--- src/rtl/tex_dcr_staged_bank_pkg.sv ---
// Shared types and constants for the staged texture DCR bank: field widths,
// DCR offset map, the per-stage texture state struct and the address decoder.
package tex_dcr_staged_bank_pkg;

  localparam int NUM_MIPS        = 12;
  localparam int MIP_IDX_BITS    = $clog2(NUM_MIPS);

  localparam int TEX_ADDR_BITS   = 32;
  localparam int TEX_FORMAT_BITS = 3;
  localparam int TEX_FILTER_BITS = 2;
  localparam int TEX_WRAP_BITS   = 2;
  localparam int TEX_LOD_BITS    = 4;
  localparam int TEX_MIPOFF_BITS = 20;

  localparam logic [31:0] VX_DCR_TEX_BASE    = 32'h0000_0100;
  localparam logic [31:0] DCR_TEX_STAGE      = 32'd0;
  localparam logic [31:0] DCR_TEX_ADDR       = 32'd1;
  localparam logic [31:0] DCR_TEX_FORMAT     = 32'd2;
  localparam logic [31:0] DCR_TEX_FILTER     = 32'd3;
  localparam logic [31:0] DCR_TEX_WRAP       = 32'd4;
  localparam logic [31:0] DCR_TEX_LOGDIM     = 32'd5;
  localparam logic [31:0] DCR_TEX_COMMIT     = 32'd6;
  localparam logic [31:0] DCR_TEX_MIPOFF0    = 32'd7;

  function automatic logic [31:0] dcr_tex_mipoff(input int unsigned j);
    return DCR_TEX_MIPOFF0 + 32'(j);
  endfunction

  typedef struct packed {
    logic [TEX_ADDR_BITS-1:0]                   addr;
    logic [TEX_FORMAT_BITS-1:0]                 format;
    logic [TEX_FILTER_BITS-1:0]                 filter;
    logic [1:0][TEX_WRAP_BITS-1:0]              wrap;
    logic [1:0][TEX_LOD_BITS-1:0]               logdim;
    logic [NUM_MIPS-1:0][TEX_MIPOFF_BITS-1:0]   mipoff;
  } tex_dcrs_t;

  typedef enum logic [3:0] {
    DCR_NONE,
    DCR_STAGE,
    DCR_ADDR,
    DCR_FORMAT,
    DCR_FILTER,
    DCR_WRAP,
    DCR_LOGDIM,
    DCR_COMMIT,
    DCR_MIPOFF
  } dcr_sel_e;

  typedef struct packed {
    dcr_sel_e                  sel;
    logic [MIP_IDX_BITS-1:0]   mip;
  } dcr_dec_t;

  // off is the address already rebased to VX_DCR_TEX_BASE; addresses below
  // the base wrap to huge values and fall out of the map.
  function automatic dcr_dec_t dcr_decode(input logic [31:0] off);
    dcr_dec_t d;
    d.sel = DCR_NONE;
    d.mip = '0;
    case (off)
      DCR_TEX_STAGE:  d.sel = DCR_STAGE;
      DCR_TEX_ADDR:   d.sel = DCR_ADDR;
      DCR_TEX_FORMAT: d.sel = DCR_FORMAT;
      DCR_TEX_FILTER: d.sel = DCR_FILTER;
      DCR_TEX_WRAP:   d.sel = DCR_WRAP;
      DCR_TEX_LOGDIM: d.sel = DCR_LOGDIM;
      DCR_TEX_COMMIT: d.sel = DCR_COMMIT;
      default: begin
        if (off >= DCR_TEX_MIPOFF0 && off < dcr_tex_mipoff(NUM_MIPS)) begin
          d.sel = DCR_MIPOFF;
          d.mip = MIP_IDX_BITS'(off - DCR_TEX_MIPOFF0);
        end
      end
    endcase
    return d;
  endfunction

endpackage

--- src/rtl/tex_dcr_staged_bank_stage_ctl.sv ---
// Per-stage commit control: in-flight counter, armed-commit flag, commit
// strobe, request hold-off term and underflow detect.
module tex_dcr_stage_ctl #(
  parameter int CNT_BITS = 6
) (
  input  logic clk,
  input  logic reset_n,
  input  logic accept,
  input  logic retire,
  input  logic arm,
  output logic pending,
  output logic commit_fire,
  output logic ready,
  output logic underflow
);

  logic [CNT_BITS-1:0] cnt;

  assign commit_fire = pending && (cnt == '0);
  assign ready       = !pending && (cnt != '1);
  assign underflow   = retire && !accept && (cnt == '0);

  // An arm arriving while already pending is a no-op, so the fire edge wins.
  always_ff @(posedge clk or negedge reset_n) begin
    if (!reset_n) begin
      pending <= 1'b0;
      cnt     <= '0;
    end else begin
      if (commit_fire) begin
        pending <= 1'b0;
      end else if (arm) begin
        pending <= 1'b1;
      end
      if (accept && !retire) begin
        cnt <= cnt + 1'b1;
      end else if (retire && !accept && cnt != '0) begin
        cnt <= cnt - 1'b1;
      end
    end
  end

endmodule

--- src/rtl/tex_dcr_staged_bank.sv ---
// Staged texture DCR bank: shadow state written over DCR, copied atomically to
// the active set once a stage's armed commit sees its in-flight count drain.
module tex_dcr_staged_bank
  import tex_dcr_staged_bank_pkg::*;
#(
  parameter int NUM_STAGES    = 4,
  parameter int CNT_BITS      = 6,
  parameter int DCR_ADDR_BITS = 12,
  localparam int SB = (NUM_STAGES > 1) ? $clog2(NUM_STAGES) : 1
) (
  input  logic                     clk,
  input  logic                     reset_n,
  input  logic                     dcr_write_valid,
  input  logic [DCR_ADDR_BITS-1:0] dcr_write_addr,
  input  logic [31:0]              dcr_write_data,
  input  logic                     dcr_read_valid,
  input  logic [DCR_ADDR_BITS-1:0] dcr_read_addr,
  output logic                     dcr_rsp_valid,
  output logic [31:0]              dcr_rsp_data,
  input  logic                     req_valid,
  input  logic [SB-1:0]            req_stage,
  output logic                     req_ready,
  input  logic                     rsp_fire,
  input  logic [SB-1:0]            rsp_stage,
  input  logic [SB-1:0]            stage,
  output tex_dcrs_t                tex_dcrs,
  output logic [NUM_STAGES-1:0]    commit_pending,
  output logic                     err_underflow
);

  // Out-of-range indices collapse onto the last stage; with one stage every
  // index becomes 0.
  function automatic logic [SB-1:0] clamp_idx(input logic [SB-1:0] v);
    if (32'(v) >= 32'(NUM_STAGES)) return SB'(NUM_STAGES - 1);
    return v;
  endfunction

  logic [SB-1:0]         cur_stage;
  logic [SB-1:0]         req_idx, rsp_idx, lkp_idx;
  logic [NUM_STAGES-1:0] pend_vec, fire_vec, ready_vec, uflow_vec;
  logic [NUM_STAGES-1:0] accept_vec, retire_vec, arm_vec;
  logic                  req_accept;

  tex_dcrs_t shadow [NUM_STAGES];
  tex_dcrs_t active [NUM_STAGES];
  tex_dcrs_t shadow_upd;
  tex_dcrs_t rd_cur;
  logic      wr_field;
  dcr_dec_t  wr_dec, rd_dec;
  logic [31:0] rd_data;

  assign req_idx = clamp_idx(req_stage);
  assign rsp_idx = clamp_idx(rsp_stage);
  assign lkp_idx = clamp_idx(stage);

  assign wr_dec = dcr_decode(32'(dcr_write_addr) - VX_DCR_TEX_BASE);
  assign rd_dec = dcr_decode(32'(dcr_read_addr) - VX_DCR_TEX_BASE);

  assign req_ready      = ready_vec[req_idx];
  assign req_accept     = req_valid && req_ready;
  assign commit_pending = pend_vec;
  assign tex_dcrs       = active[lkp_idx];

  for (genvar s = 0; s < NUM_STAGES; s++) begin : g_stage
    assign accept_vec[s] = req_accept && (req_idx == SB'(s));
    assign retire_vec[s] = rsp_fire && (rsp_idx == SB'(s));
    assign arm_vec[s]    = dcr_write_valid && (wr_dec.sel == DCR_COMMIT) &&
                           (cur_stage == SB'(s));

    tex_dcr_stage_ctl #(.CNT_BITS(CNT_BITS)) u_ctl (
      .clk         (clk),
      .reset_n     (reset_n),
      .accept      (accept_vec[s]),
      .retire      (retire_vec[s]),
      .arm         (arm_vec[s]),
      .pending     (pend_vec[s]),
      .commit_fire (fire_vec[s]),
      .ready       (ready_vec[s]),
      .underflow   (uflow_vec[s])
    );
  end

  always_comb begin
    shadow_upd = shadow[cur_stage];
    wr_field   = 1'b0;
    if (dcr_write_valid) begin
      wr_field = 1'b1;
      case (wr_dec.sel)
        DCR_ADDR:   shadow_upd.addr   = dcr_write_data[TEX_ADDR_BITS-1:0];
        DCR_FORMAT: shadow_upd.format = dcr_write_data[TEX_FORMAT_BITS-1:0];
        DCR_FILTER: shadow_upd.filter = dcr_write_data[TEX_FILTER_BITS-1:0];
        DCR_WRAP: begin
          shadow_upd.wrap[0] = dcr_write_data[0 +: TEX_WRAP_BITS];
          shadow_upd.wrap[1] = dcr_write_data[16 +: TEX_WRAP_BITS];
        end
        DCR_LOGDIM: begin
          shadow_upd.logdim[0] = dcr_write_data[0 +: TEX_LOD_BITS];
          shadow_upd.logdim[1] = dcr_write_data[16 +: TEX_LOD_BITS];
        end
        DCR_MIPOFF: shadow_upd.mipoff[wr_dec.mip] = dcr_write_data[TEX_MIPOFF_BITS-1:0];
        default:    wr_field = 1'b0;
      endcase
    end
  end

  always_comb begin
    rd_cur  = shadow[cur_stage];
    rd_data = '0;
    case (rd_dec.sel)
      DCR_STAGE:  rd_data = 32'(cur_stage);
      DCR_ADDR:   rd_data = 32'(rd_cur.addr);
      DCR_FORMAT: rd_data = 32'(rd_cur.format);
      DCR_FILTER: rd_data = 32'(rd_cur.filter);
      DCR_WRAP: begin
        rd_data[0 +: TEX_WRAP_BITS]  = rd_cur.wrap[0];
        rd_data[16 +: TEX_WRAP_BITS] = rd_cur.wrap[1];
      end
      DCR_LOGDIM: begin
        rd_data[0 +: TEX_LOD_BITS]  = rd_cur.logdim[0];
        rd_data[16 +: TEX_LOD_BITS] = rd_cur.logdim[1];
      end
      DCR_COMMIT: rd_data = 32'(pend_vec[cur_stage]);
      DCR_MIPOFF: rd_data = 32'(rd_cur.mipoff[rd_dec.mip]);
      default:    rd_data = '0;
    endcase
  end

  always_ff @(posedge clk or negedge reset_n) begin
    if (!reset_n) begin
      for (int s = 0; s < NUM_STAGES; s++) shadow[s] <= '0;
      cur_stage     <= '0;
      err_underflow <= 1'b0;
      dcr_rsp_valid <= 1'b0;
      dcr_rsp_data  <= '0;
    end else begin
      if (wr_field) shadow[cur_stage] <= shadow_upd;
      if (dcr_write_valid && wr_dec.sel == DCR_STAGE) begin
        cur_stage <= clamp_idx(dcr_write_data[SB-1:0]);
      end
      if (|uflow_vec) err_underflow <= 1'b1;
      dcr_rsp_valid <= dcr_read_valid;
      if (dcr_read_valid) dcr_rsp_data <= rd_data;
    end
  end

  // Commit copies the pre-edge shadow, so a same-edge shadow write waits for
  // the next COMMIT.
  always_ff @(posedge clk or negedge reset_n) begin
    if (!reset_n) begin
      for (int s = 0; s < NUM_STAGES; s++) active[s] <= '0;
    end else begin
      for (int s = 0; s < NUM_STAGES; s++) begin
        if (fire_vec[s]) active[s] <= shadow[s];
      end
    end
  end

endmodule

--- config.mk ---
export PLATFORM = sky130hd
export DESIGN_NAME = tex_dcr_staged_bank
export DESIGN_NICKNAME = d
export VERILOG_FILES = /design/src/rtl/tex_dcr_staged_bank_pkg.sv /design/src/rtl/tex_dcr_staged_bank_stage_ctl.sv /design/src/rtl/tex_dcr_staged_bank.sv
export SDC_FILE = /design/constraint.sdc
export NUM_CORES = 2
export LEC_CHECK = 0
export BUFFER_PORTS_ARGS = -buffer_cell sky130_fd_sc_hd__buf_2
export CORE_MARGIN = 2
export CORE_UTILIZATION = 45
export CTS_CLUSTER_SIZE = 30
export DETAILED_ROUTE_END_ITERATION = 12
export PLACE_DENSITY_LB_ADDON = 0.1
export SLEW_MARGIN = 20
export SYNTH_ARGS = -nofsm -noshare
export SYNTH_HDL_FRONTEND = slang
export SYNTH_SLANG_ARGS = --single-unit
--- constraint.sdc ---
create_clock -name clk -period 3.3 [get_ports clk]
set_clock_uncertainty 0.05 [all_clocks]
set_input_delay 0.495 -clock clk [delete_from_list [all_inputs] [get_ports clk]]
set_output_delay 0.495 -clock clk [all_outputs]
set_load 0.03 [all_outputs]
## Word level (Yosys, flattened, before mapping)

Cells that the tools add are included.

| word-level totals | value |
|---|---|
| register bits | 2,376 |
| input port bits | 68 |
| output and inout port bits | 328 |
| logic and storage cells | 366 |

| cells by class | value |
|---|---|
| add/subtract/negate cells | 12 |
| order comparisons | 12 |
| eq/ne operators | 41 |
| multiplexer cells | 55 |
| bitwise gates (word level) | 2 |
| reduce and logical (&&, ||, !) cells | 80 |

Operators with widths:

| cell | number |
|---|---|
| 289-bit two-way mux | 6 |
| 289-bit binary-select mux with 2-bit select | 2 |
| 1156-bit bitwise mux | 1 |
| 289-bit demux with 2-bit select | 1 |
| 240-bit bitwise mux | 1 |
| 240-bit two-way mux | 1 |
| 32-bit by 3-bit equality test with 1-bit output (second input constant) | 6 |
| 32-bit by 2-bit equality test with 1-bit output (second input constant) | 4 |
| 20-bit binary-select mux with 4-bit select | 1 |
| 20-bit demux with 4-bit select | 1 |
| 32-bit by 1-bit equality test with 1-bit output (second input constant) | 2 |
| 32-bit by 3-bit >= comparator with 1-bit output (second input constant) | 2 |
| 32-bit zero test | 2 |
| 32-bit by 5-bit less-than comparator with 1-bit output (second input constant) | 2 |
| 4-bit one-hot mux with 7 select lines | 2 |
| 6-bit two-way mux | 8 |
| 1-bit logical AND | 43 |
| 20-bit two-way mux | 2 |
| 4-bit by 3-bit equality test with 1-bit output (second input constant) | 8 |
| 32-bit two-way mux | 1 |
| 12-bit by 9-bit subtractor with 13-bit output (second input constant) | 2 |
| 6-bit by 1-bit adder with 6-bit output (second input constant) | 4 |
| 6-bit zero test | 4 |
| 8-bit two-way mux | 3 |
| other kinds (31) | 93 |

## Longest topological paths before layout

| depth | value |
|---|---|
| depth in word-level cells | 13 |
| mapped depth | 15 |
| mapped depth without buffers | 12 |

## By module

From an unflattened synthesis, not the netlist that was laid out.

| second synthesis, totals | value |
|---|---|
| cell total of the unflattened synthesis | 8,121 |
| area total of the unflattened synthesis | 106,274.4 um^2 |

Modules (own cells, without submodules):

| module | instances | cells an instance | area an instance (um^2) | seq. area each (um^2) |
|---|---|---|---|---|
| tex_dcr_staged_bank | 1 | 7,917 | 104,202.4 | 58,756.4 |
| tex_dcr_stage_ctl | 4 | 51 | 518.0 | 175.2 |

## Least setup slack after synthesis

No wires, ideal clock.

| path | value |
|---|---|
| path kind | input to register |
| start | input dcr_read_addr[0] |
| end | register dcr_rsp_data[30] |
| library setup time | 0.083 ns |
| data arrival time | 3.585 ns |
| data required time | 3.167 ns |
| setup slack | -0.418 ns |
| cell stages on the path | 14 |
| path buffers | 7 |
| path through | inv_1 clkbuf_1 buf_1 clkbuf_1 ha_1 clkbuf_1 nor2_1 and4_1 clkbuf_1 nor4_1 clkbuf_1 buf_2 nand3_1 o21ai_0 |

| between the ends | value |
|---|---|
| longest elaborated chain between the ends | 7 |
| elaborated cells on any way between the ends | 15 |
| classes of those cells | add/sub (1); order compare (2); eq/ne (7); mux (3); reduce/logical (2) |

Ends and longest elaborated chain:

| what | line | text |
|---|---|---|
| start: declaration | tex_dcr_staged_bank.sv:17 | `input logic [DCR_ADDR_BITS-1:0] dcr_read_addr,` |
| 12-bit by 9-bit subtractor with 13-bit output (*) | tex_dcr_staged_bank.sv:57 | `assign rd_dec = dcr_decode(32'(dcr_read_addr) - VX_DCR_TEX_BASE);` |
| 32-bit by 3-bit >= comparator with 1-bit output / 32-bit by 5-bit less-than comparator with 1-bit output (equally long branches) | tex_dcr_staged_bank_pkg.sv:70 | `if (off >= DCR_TEX_MIPOFF0 && off < dcr_tex_mipoff(NUM_MIPS)) begin` |
| 1-bit logical AND | tex_dcr_staged_bank_pkg.sv:70 |  |
| 8-bit two-way mux | tex_dcr_staged_bank_pkg.sv:70 |  |
| 4-bit one-hot mux with 7 select lines (*) | tex_dcr_staged_bank_pkg.sv:61 | `case (off)` |
| 4-bit by 2-bit equality test with 1-bit output (*) | tex_dcr_staged_bank.sv:109 | `case (rd_dec.sel)` |
| 12-bit two-way mux (*) | tex_dcr_staged_bank.sv:109 |  |
| end signal: assignment | tex_dcr_staged_bank.sv:142 | `if (dcr_read_valid) dcr_rsp_data <= rd_data;` |
| end: declaration | tex_dcr_staged_bank.sv:19 | `output logic [31:0] dcr_rsp_data,` |

Mark *: on every way between the ends. The rest lies on a longest branch, timed or not.
A chain may end at the register's enable or synchronous reset.

## Final worst setup path

| path | value |
|---|---|
| start | register cur_stage[1] |
| end | register dcr_rsp_data[2] |

| between the ends | value |
|---|---|
| longest elaborated chain between the ends | 7 |

Ends and longest elaborated chain:

| what | line | text |
|---|---|---|
| start: declaration | tex_dcr_staged_bank.sv:38 | `logic [SB-1:0] cur_stage;` |
| start signal: assignment | tex_dcr_staged_bank.sv:138 | `cur_stage <= clamp_idx(dcr_write_data[SB-1:0]);` |
| 2-bit NOT with 3-bit output (not written as such) (*) | tex_dcr_staged_bank.sv:107 | `rd_cur = shadow[cur_stage];` |
| 289-bit binary-select mux with 2-bit select (*) | tex_dcr_staged_bank.sv:107 |  |
| 289-bit two-way mux (not written as such) (*) (2 in series) | tex_dcr_staged_bank.sv:107 |  |
| 20-bit binary-select mux with 4-bit select | tex_dcr_staged_bank.sv:123 | `DCR_MIPOFF: rd_data = 32'(rd_cur.mipoff[rd_dec.mip]);` |
| 20-bit two-way mux (not written as such) | tex_dcr_staged_bank.sv:123 |  |
| 2-bit one-hot mux with 4 select lines (*) | tex_dcr_staged_bank.sv:109 |  |

Mark *: on every way between the ends. The rest lies on a longest branch, timed or not. The select of a mux whose other input is x is not followed.

==> results.py <==
metrics = {
    "yosys": {
        "synth_nets": 8211,
        "ys_seq_area_frac": 0.555,
        "syn_area_um2": 107000,
        "synthArstFlopShare": 1.00,
        "synth_cells": 8115,
        "ys_types": 76,
        "syn_area_per_cell_um2": 13.2,
        "synthFlopType": "dfrtp_1",
        "synth.ff_latch_count": 2376,
        "ys_warn_count": 0,
        "synth_edf_count": 0,
    },
    "critical_path": {
        "timing.rr.start": "cur_stage[1]",
        "crit_arrival_ps": 4060,
        "worst-path-buf-inv": 3,
        "startpoint_type": "register",
        "required_ps": 4030,
        "cpPeakStageDelay_ps": 950,
        "crit_slowest_cell": "a222oi_1",
        "crit_path_max_fanout": 19,
        "endpoint_kind": "register",
        "crit_chain": "buf_12 > buf_12 > buf_4 > mux4_2 > a222oi_1 > a2bb2oi_1 > o21ai_0",
        "path_delay_family": "compound AO/OA/AOI/OAI gates",
        "crit_start": "cur_stage[1]",
        "crit_type": "reg -> reg",
        "cpMostUsedCell": "buf_12",
    },
    "floorplanning": {
        "initial_core_util": 0.451,
        "row_count": 179,
        "dieArea_um2": 242000,
        "pin_count": 396,
        "die_h_um": 492,
        "chipWidth_um": 492,
        "core_um2": 237000,
    },
    "placed_design": {
        "hpwlAfterDp_um": 255000,
        "portBuffers": 395,
        "gp_congestion": 0.928,
    },
    "cts": {
        "cts_buffers": 283,
        "cts_tree": "built",
        "numClockSinks": 2376,
        "clk-insertion-delay-late_ps": 950,
        "clock_path_buffers": 4,
        "cts-root-buf": "clkbuf_16",
        "cts.reportedPaths.clkPinSlew_ps": 60,
        "h-tree-depth": 5,
    },
    "grt": {
        "grt_overflow": 0,
        "globalRouteTotalUtil": 0.308,
        "antenna_found_initial": 35,
        "grt_max_degree": 149,
        "grt_pass1_wl_um": 544000,
        "grt_pass1_vias": 73819,
    },
    "timing": {
        "tns_ps": -49.4,
        "drv_slew": 0,
        "finalSetupViolations": 2,
        "period_needed_ps": 3330,
        "holdWs_ps": 70.1,
        "rsz0062_at_grt": "no",
        "fmax_mhz": 301,
        "setup_ws_ps": -25.9,
        "period_share": 1.01,
        "max_slew_margin": 0.193,
        "hold_viol_final": 0,
        "tightest_slew_ps": 1210,
    },
    "min_path": {
        "hp-class": "in -> reg",
        "min_from": "rsp_stage[1]",
    },
    "run_status": {
        "violations": "negative setup slack",
        "status": "finished with violations",
    },
    "drt": {
        "vias": 72416,
        "routed_via_density": 5.98,
        "drtIter0Drc": 6202,
        "ant_nets": 0,
        "wl_per_cell_um": 30.8,
        "drcViolationCount": 0,
        "first_pass_iters": 6,
        "drt_wl_total_um": 373000,
    },
    "power": {
        "vdd.ir_drop.worst_v": 0.000430,
        "power.leakage_nw": 58.6,
        "power_per_cell_area_nw_per_um2": 536,
    },
    "cells_and_area": {
        "nNetsFinal": 8822,
        "drive_gt1_frac": 0.361,
        "area_growth_pct": 17.9,
        "fillers": 20146,
    },
    "flow_run": {
        "drv_cap": 0,
    },
}
## where the power goes
part           leakage (nW)  switching (W)  internal, W
clock network          4.42         0.0123       0.0184
registers              33.1       0.000674       0.0300
logic                  21.2        0.00392      0.00242
total                  58.6         0.0169       0.0508
## worst register-to-register path: stages (launching register included)
cell       delay, ps
dfrtp_4          620
buf_12           260
buf_12           180
buf_4            250
mux4_2           380
a222oi_1         950
a2bb2oi_1        350
o21ai_0          150
## sequential cells by signal (all words and copies together) (netlist names)
register / count
g_stage.u_ctl.cnt: 24
g_stage.u_ctl.pending: 4
cur_stage: 2
dcr_rsp_data: 32
shadow: 1156
active: 1156
err_underflow: 1
dcr_rsp_valid: 1
## final timing paths
| kind | end | slack (ps) | cells past startpoint |
|---|---|---|---|
| max | dcr_rsp_data[2] | -30 | 7 |
| max reg2reg | dcr_rsp_data[2] | -30 | 7 |
| min reg2reg | shadow[866] | 440 | 2 |
| min | g_stage[1].u_ctl.cnt[5] | 70 | 5 |
| min in group asynchronous | dcr_rsp_data[20] | 260 | 3 |
| max in group asynchronous | active[822] | 1820 | 4 |
## routing by layer
metal	part of all wire	vias up	track usage	wire length [um]
li1	-	30669	-	-
met1	0.43	38589	0.432	160000
met2	0.47	2545	0.478	174000
met3	0.062	609	0.0546	23200
met4	0.044	4	0.127	16300
met5	0.000056	-	0	21
## repair_timing
item                                    CTS  global route
hold endpoints to repair                769             0
hold buffers                             18             0
endpoints found under the setup margin    8             4
pin swaps                                 1             0
resized for setup                         4             5
setup buffers                             4             0
## cell families after synthesis
kind of cell               count (synthesis)  share of synthesized area
adders and majority gates                 28                    0.00355
AOI/OAI and AO/OA                       1418                     0.0702
and+or+nand+nor                         1527                     0.0573
xor gates and xnor gates                  25                    0.00204
buffers and inverters                    651                     0.0262
muxes                                   2090                      0.286
DFF                                     2376                      0.555
## cell type report
class / count / area (um2) / area share
inverter: 31 / 116 / 0.000921
antenna: 17 / 42.5 / 0.000337
clock buffer: 427 / 8440 / 0.0668
multi-input combinational: 5088 / 45100 / 0.357
timing repair buffer: 946 / 8680 / 0.0686
sequential: 2376 / 59500 / 0.471
clock inverter: 48 / 546 / 0.00432
tap: 3167 / 3960 / 0.0314
## Yosys cell counts (all sizes together), types with 8 or more instances
cell type	count	area share
o31ai	8	0.00056
nor4	11	0.00064
nor3	16	0.00085
nand3	40	0.0019
clkbuf	349	0.012
xnor2	18	0.0015
and3	21	0.0012
o22ai	9	0.00053
inv	30	0.0011
o211ai	16	0.0011
nand2	584	0.020
mux2	1174	0.12
nor2	795	0.028
nand4	21	0.0012
buf	271	0.013
o21ai	497	0.023
and2	8	0.00047
a211oi	12	0.00084
a31oi	17	0.00099
mux2i	336	0.041
ha	24	0.0028
a21oi	775	0.036
mux4	580	0.12
o221ai	10	0.00082
dfrtp	2376	0.55
a22oi	20	0.0014
## cells in the final DEF (no fill, tap or decap), types with 294 or more instances in the layout
| cell type | netlist | routed |
|---|---|---|
| clkbuf_16 | 0 | 294 |
| buf_4 | 6 | 337 |
| buf_2 | 165 | 390 |
| a21oi_1 | 774 | 773 |
| o21ai_0 | 394 | 394 |
| nand2_1 | 584 | 580 |
| mux4_2 | 580 | 580 |
| nor2_1 | 790 | 785 |
| mux2_2 | 1174 | 1174 |
| dfrtp_1 | 2376 | 2374 |
## through the flow
step / setup slack, ps / total power (W) / area (um2) / util / std cells
6_report: -25.9 / 0.0677 / 126000 / 0.532 / 12100
5_1_grt: 3.96 / 0.0699 / 126000 / 0.532 / 12092
4_1_cts: 75.5 / 0.0682 / 126000 / 0.532 / 12083
3_5_place_dp: -811 / 0.0375 / 117000 / 0.493 / 11586
3_3_place_gp: -829 / 0.0374 / 117000 / 0.493 / 11586
2_1_floorplan: 21.9 / 0.0346 / 107000 / - / 8115
No activity file was read; power rests on OpenSTA's default activity.
